`config.mk`:
```
export PLATFORM = sky130hd
export DESIGN_NAME = nibble_serial_subtractor
export DESIGN_NICKNAME = d
export VERILOG_FILES = /design/src/rtl/nibble_serial_subtractor_pkg.sv /design/src/rtl/nibble_serial_subtractor_borrow_lookahead_4.sv /design/src/rtl/nibble_serial_subtractor.sv
export SDC_FILE = /design/constraint.sdc
export NUM_CORES = 1
export LEC_CHECK = 0
export BUFFER_PORTS_ARGS = -buffer_cell sky130_fd_sc_hd__buf_4
export CORE_ASPECT_RATIO = 1.2
export CORE_MARGIN = 1
export CORE_UTILIZATION = 53
export CTS_CLUSTER_DIAMETER = 40
export DETAILED_ROUTE_END_ITERATION = 10
export PLACE_DENSITY_LB_ADDON = 0.3
export SLEW_MARGIN = 20
export SYNTH_ARGS = -nofsm -noshare
export SYNTH_HDL_FRONTEND = slang
export SYNTH_SLANG_ARGS = --single-unit
export TNS_END_PERCENT = 1
```
`constraint.sdc`:
```
create_clock -name clk -period 2.7 [get_ports clk]
set_clock_uncertainty 0.1 [all_clocks]
set_input_delay 0.54 -clock clk [delete_from_list [all_inputs] [get_ports clk]]
set_output_delay 0.54 -clock clk [all_outputs]
set_load 0.005 [all_outputs]
```
`src/rtl/nibble_serial_subtractor_pkg.sv`:
```
// Shared definitions for the nibble-serial subtractor: FSM encoding, group size, width legality.
// Latency: n/a (declarations only).
// Backpressure: n/a.
package nibble_serial_subtractor_pkg;

    // Controller states; the encoding is fixed so debug views match the datapath documentation.
    typedef enum logic [1:0] {
        ST_IDLE = 2'd0,
        ST_RUN  = 2'd1,
        ST_DONE = 2'd2
    } state_t;

    // Bits processed per RUN cycle.
    localparam int GROUP = 4;

    // Operand width must split into whole groups and give at least two of them.
    function automatic bit width_ok(input int w);
        return ((w % GROUP) == 0) && (w >= 2 * GROUP);
    endfunction

endpackage

```
`src/rtl/nibble_serial_subtractor_borrow_lookahead_4.sv`:
```
// 4-bit borrow-lookahead subtract slice: d = a - b - bin with group generate/propagate.
// Latency: purely combinational.
// Backpressure: none; evaluated every cycle by the owning controller.
module borrow_lookahead_4 (
    input  logic [3:0] a,
    input  logic [3:0] b,
    input  logic       bin,
    output logic [3:0] d,
    output logic       bout,
    output logic       BG,
    output logic       BP
);

    logic [3:0] w_g;
    logic [3:0] w_p;
    logic [3:0] w_bi;

    // Per-bit borrow generate (0 - 1) and propagate (equal bits pass the incoming borrow).
    assign w_g = ~a & b;
    assign w_p = ~(a ^ b);

    // Borrow into each bit, flattened so every term depends only on g/p and bin.
    assign w_bi[0] = bin;
    assign w_bi[1] = w_g[0] | (w_p[0] & bin);
    assign w_bi[2] = w_g[1] | (w_p[1] & w_g[0]) | (w_p[1] & w_p[0] & bin);
    assign w_bi[3] = w_g[2] | (w_p[2] & w_g[1]) | (w_p[2] & w_p[1] & w_g[0])
                   | (w_p[2] & w_p[1] & w_p[0] & bin);

    assign d = a ^ b ^ w_bi;

    // Group terms, usable by a higher lookahead level as well as for the local borrow-out.
    assign BG = w_g[3] | (w_p[3] & w_g[2]) | (w_p[3] & w_p[2] & w_g[1])
              | (w_p[3] & w_p[2] & w_p[1] & w_g[0]);
    assign BP = &w_p;
    assign bout = BG | (BP & bin);

endmodule

```
`src/rtl/nibble_serial_subtractor.sv`:
```
// Multi-cycle D = A - B - Bi, one 4-bit group per clock with a registered borrow between groups.
// Latency: WIDTH/4 + 1 cycles from the accepting edge to the done pulse.
// Backpressure: start is ignored while busy; accepted again in IDLE or on the done cycle.
module nibble_serial_subtractor
    import nibble_serial_subtractor_pkg::*;
#(
    parameter int WIDTH = 16
) (
    input  logic             clk,
    input  logic             rst,
    input  logic             start,
    input  logic [WIDTH-1:0] A,
    input  logic [WIDTH-1:0] B,
    input  logic             Bi,
    output logic             busy,
    output logic             done,
    output logic [WIDTH-1:0] D,
    output logic             Bo,
    output logic             V,
    output logic             Z
);

    localparam int N  = WIDTH / GROUP;
    localparam int KW = (N > 1) ? $clog2(N) : 1;

    generate
        if (!width_ok(WIDTH)) begin : g_bad_width
            $error("nibble_serial_subtractor: WIDTH must be a multiple of 4 and >= 8");
        end
    endgenerate

    state_t           r_state;
    state_t           w_state_next;
    logic [KW-1:0]    r_k;
    logic [WIDTH-1:0] r_a;
    logic [WIDTH-1:0] r_b;
    logic             r_a_msb;
    logic             r_b_msb;
    logic             r_bor;
    logic [WIDTH-1:0] r_d;
    logic             r_bo;
    logic             r_v;
    logic             r_z;

    logic             w_accept;
    logic             w_run;
    logic             w_last;
    logic [3:0]       w_nib_d;
    logic             w_nib_bout;
    logic             w_nib_bg;
    logic             w_nib_bp;
    logic [WIDTH-1:0] w_d_next;

    assign w_run    = (r_state == ST_RUN);
    assign w_accept = start && ((r_state == ST_IDLE) || (r_state == ST_DONE));
    assign w_last   = w_run && (r_k == KW'(N - 1));

    // Operands shift right each RUN cycle, so the active group always sits in the low nibble.
    borrow_lookahead_4 u_bla (
        .a    (r_a[GROUP-1:0]),
        .b    (r_b[GROUP-1:0]),
        .bin  (r_bor),
        .d    (w_nib_d),
        .bout (w_nib_bout),
        .BG   (w_nib_bg),
        .BP   (w_nib_bp)
    );

    // Group terms are only consumed inside the slice here; bout already folds them in.
    logic w_unused_grp;
    assign w_unused_grp = w_nib_bg ^ w_nib_bp;

    // Next-state decode for the IDLE -> RUN (N cycles) -> DONE controller.
    always_comb begin
        w_state_next = r_state;
        case (r_state)
            ST_IDLE: if (start) w_state_next = ST_RUN;
            ST_RUN:  if (w_last) w_state_next = ST_DONE;
            ST_DONE: w_state_next = start ? ST_RUN : ST_IDLE;
            default: w_state_next = ST_IDLE;
        endcase
    end

    // State register.
    always_ff @(posedge clk) begin
        if (rst) r_state <= ST_IDLE;
        else     r_state <= w_state_next;
    end

    // Difference register with the current group's nibble written in at index k.
    always_comb begin
        w_d_next = r_d;
        for (int g = 0; g < N; g++) begin
            if (r_k == KW'(g)) w_d_next[g*GROUP +: GROUP] = w_nib_d;
        end
    end

    // Operand capture, per-group stepping, and flag update on the final group.
    always_ff @(posedge clk) begin
        if (rst) begin
            r_k     <= '0;
            r_a     <= '0;
            r_b     <= '0;
            r_a_msb <= 1'b0;
            r_b_msb <= 1'b0;
            r_bor   <= 1'b0;
            r_d     <= '0;
            r_bo    <= 1'b0;
            r_v     <= 1'b0;
            r_z     <= 1'b0;
        end else if (w_accept) begin
            r_k     <= '0;
            r_a     <= A;
            r_b     <= B;
            r_a_msb <= A[WIDTH-1];
            r_b_msb <= B[WIDTH-1];
            r_bor   <= Bi;
        end else if (w_run) begin
            r_a   <= r_a >> GROUP;
            r_b   <= r_b >> GROUP;
            r_bor <= w_nib_bout;
            r_d   <= w_d_next;
            r_k   <= w_last ? '0 : r_k + KW'(1);
            if (w_last) begin
                r_bo <= w_nib_bout;
                r_v  <= (r_a_msb != r_b_msb) && (w_d_next[WIDTH-1] != r_a_msb);
                r_z  <= (w_d_next == '0);
            end
        end
    end

    assign busy = w_run;
    assign done = (r_state == ST_DONE);
    assign D    = r_d;
    assign Bo   = r_bo;
    assign V    = r_v;
    assign Z    = r_z;

endmodule

```
==> results.md <==
* Outcome: completed
* Commonest non-fill, non-tap cell in the layout: buf_4
* First-pass DRT Iterations at 5
* Asr flop ratio synth at 0%
* Multi-input gate area at approximately 1200 µm²
* Hold Path Depth at 3
* Worst reg-to-reg setup slack at about 0.55 ns
* CTS tree: built
* Int Power at between 1 and 1.5 mW
* Worst-Margin Slew at between 0.5 and 0.6 ns
* # setup viols final at 0
* Most Crowded Layer GR: met2
* Detail Route Antenna Nets at 0
* Worst-case clock buffer depth at 2
* PostCTS Resize Cnt at 0
* Vias per cell at between 5 and 6
* Most frequent cells in the layout: buf_4, dfxtp_1, nor2_1
* Power density cells at ~630 nW/µm²
* Synth Instances at between 200 and 300
* Leading area contributor after synthesis: dfxtp_1
* Grt total ovfl at 0
* Worst-path fanout max at 7
* Number of H-tree levels at 3
* Hold path startpoint: Bi
* Largest family of logic cells by synthesized area: compound AO/OA/AOI/OAI gates
* Hold bufs inserted after CTS at 0
* Postcts setup bufs at 0
* Largest net degree at the start of global routing at 60
* R2R depth at 7
* Net Sw Frac at 27.6%
* Starting Density at about 57%
* Sequential area share after synthesis at between 40% and 50%
* Synth Area in Compound Gates at roughly a fifth
* Antenna violations before repair at 0
* Cts bufs inserted at 9
* Top cells by area, synth: dfxtp_1, nor2_1, a211oi_1
* Clock Sinks at 58
* Post-Synth Adder-Cell Area at 5.32%
* Met2 usage at between 40 and 50%
* Die height at approximately 77 µm
* Syn_area_per_cell at roughly 9 µm²
* CP arrival at about 2.3 ns
* Vias in the first global route at 2167
* DRT iter0 DRCs at around 140
* Sequential power share at between 40% and 50%
* Met1 usage at between 30% and 40%
* Synth-to-layout area growth at 24.3%
* Hold worst-path end: r_bor$_SDFFE_PP0P_
* Final worst path period share at between 70% and 80%
* Fin crit period at about 2.2 ns
* Worst R2R Start: r_a[1]$_SDFFE_PP0P_
* Routing usage on met3 at under 10%
* CTS clk-pin slew, worst paths at ~0.06 ns
* Total via count in the routed design at ~2200
* Drt total wl at roughly 5700 µm
* Post-Synth XOR/XNOR Area at under 10%
* Die width at ~65 µm
* Yosys warns at 0
* Critical path class: register to register
* Logic pwr share at 18.4%
* Required @ worst endpoint at 2.85 ns
* Setup TNS at 0 ns
* Hold Vio Cnt, Final at 0
* Util after Layout at ~71%
* First-pass GRT wire length at 9660 µm
* Peak supply drop at 0.382 mV
* Top FF cell, synth: dfxtp_1
* Clk pwr share at 33.6%
* Layout cells sized above 1 at 22.9%
* Antenna diode count at 0
* Placed instance area at between 2000 and 3000 µm²
* Gr usage total at approximately a quarter
* CP Capture Type: register
* Post-synthesis simple-gate area fraction at 18.6%
* Critical Path Source Type: register
* Detailed-route DRC error count at 0
* Fin. max-slew vios at 0
* FF-to-FF End: V$_SDFFE_PP0P_
* Post-synthesis net count at between 300 and 400
* P_leak at approximately 1.3 nW
* Detailed Place HPWL at between 3000 and 4000 µm
* Mux contribution to synthesized area at ~2.4%
* Fillers at 374
* Rows at 26
* # IOs at 57
* Hold WC Path Type: primary input to register
* Yosys reg bits at 58
* Final instance area at around 3100 µm²
* Number of synthesized flops with an enable pin at 0
* Slew Limit Headroom at between 60% and 70%
* Maxcap violations at 0
* IO buf count at 56
* Drt wl/cell at roughly 14 µm
* Net Switching at roughly 540 µW
* Fin nets at 383
* Post-synth top area share at between 40% and 50%
* Worst-skew pair later-pin latency at ~0.33 ns
* Die area at about 5000 µm²
* FF+latch area at approximately 1200 µm²
* CTS root buf: clkbuf_8
* Core area at around 4400 µm²
* Peak Freq at roughly 0.46 GHz
* RSZ-0062 raised after global routing: false
* Synth cell types at 36
* Mapped cell area at about 2500 µm²
* RD Place Congestion at between 0.8 and 0.9
==> routing by layer <==
metal	up-vias	share of wire, %
met3	12	4.7
met5	-	0
met1	1001	46
met2	66	48
li1	1110	-
met4	0	1.6
==> power groups by stage <==
stage               Sequential [mW]  Combinational (mW)  Clock (mW)
finish                        0.944               0.361       0.659
global route                  0.950               0.398       0.710
CTS                           0.943               0.360       0.663
detailed placement            0.961               0.359           0
global placement              0.959               0.355           0
floorplan                     0.954               0.235           0
==> synth_stat cells, types with 2 or more instances <==
cell      count
a21oi_1      18
buf_1         2
nor2b_1       2
ha_1          9
a211oi_1     17
inv_1        10
o22ai_1       9
dfxtp_1      58
nor3_1       10
nand2b_1      4
nor2_1       43
mux2i_1       6
a22oi_1      12
nand3b_1      2
nor4_1        3
clkbuf_1     17
and2_1        4
buf_2         2
xnor2_1       2
nand2_1      32
a311oi_1      8
==> registers in the layout (all words and copies together), names as in the netlist, 2 cells and up <==
signal   flops
r_state      2
r_a         16
r_k          2
D           16
r_b         16
==> through the flow <==
stage	instances	hold WS (ns)	total power, mW	setup WS (ns)
finish	396	0.337	1.96	0.547
global route	396	0.374	2.06	0.460
CTS	396	0.327	1.97	0.534
detailed placement	382	0.347	1.32	0.532
global placement	382	0.342	1.31	0.610
floorplan	285	0.315	1.19	0.696
==> how the worst max path moves through the flow <==
stage | from | end | slack, ns | cells past startpoint
after global placement | r_a[0]$_SDFFE_PP0P_ | V$_SDFFE_PP0P_ | 0.61 | 7
after CTS | r_a[0]$_SDFFE_PP0P_ | V$_SDFFE_PP0P_ | 0.53 | 7
after detailed placement | r_a[0]$_SDFFE_PP0P_ | V$_SDFFE_PP0P_ | 0.53 | 7
after floorplan | r_a[0]$_SDFFE_PP0P_ | V$_SDFFE_PP0P_ | 0.70 | 7
final | r_a[1]$_SDFFE_PP0P_ | V$_SDFFE_PP0P_ | 0.55 | 7
after global routing | r_a[0]$_SDFFE_PP0P_ | V$_SDFFE_PP0P_ | 0.46 | 7
==> worst max-delay path, stage by stage, from the launching register on <==
cell and delay (ns):
dfxtp_1 0.33, inv_1 0.05, ha_1 0.35, a41oi_2 0.23
a21boi_2 0.24, xnor2_2 0.15, or3b_1 0.39, a311oi_2 0.24
==> final cells by class <==
| cell class | instances | area share (%) |
|---|---|---|
| inverters | 10 | 1.21 |
| clock buffers | 14 | 4.92 |
| well taps | 56 | 2.26 |
| repair buffers | 62 | 15.0 |
| multi-input cells | 196 | 39.1 |
| flip-flops and latches | 58 | 37.4 |
==> cell families after synthesis <==
group | count (synthesis)
AND/OR/NAND/NOR | 104
AO/OA/AOI/OAI | 73
adder cells (fa/ha/maj) | 10
XOR/XNOR | 3
buffers and inverters | 31
flip-flops | 58
multiplexers | 6
No activity file was read; power rests on OpenSTA's default activity.
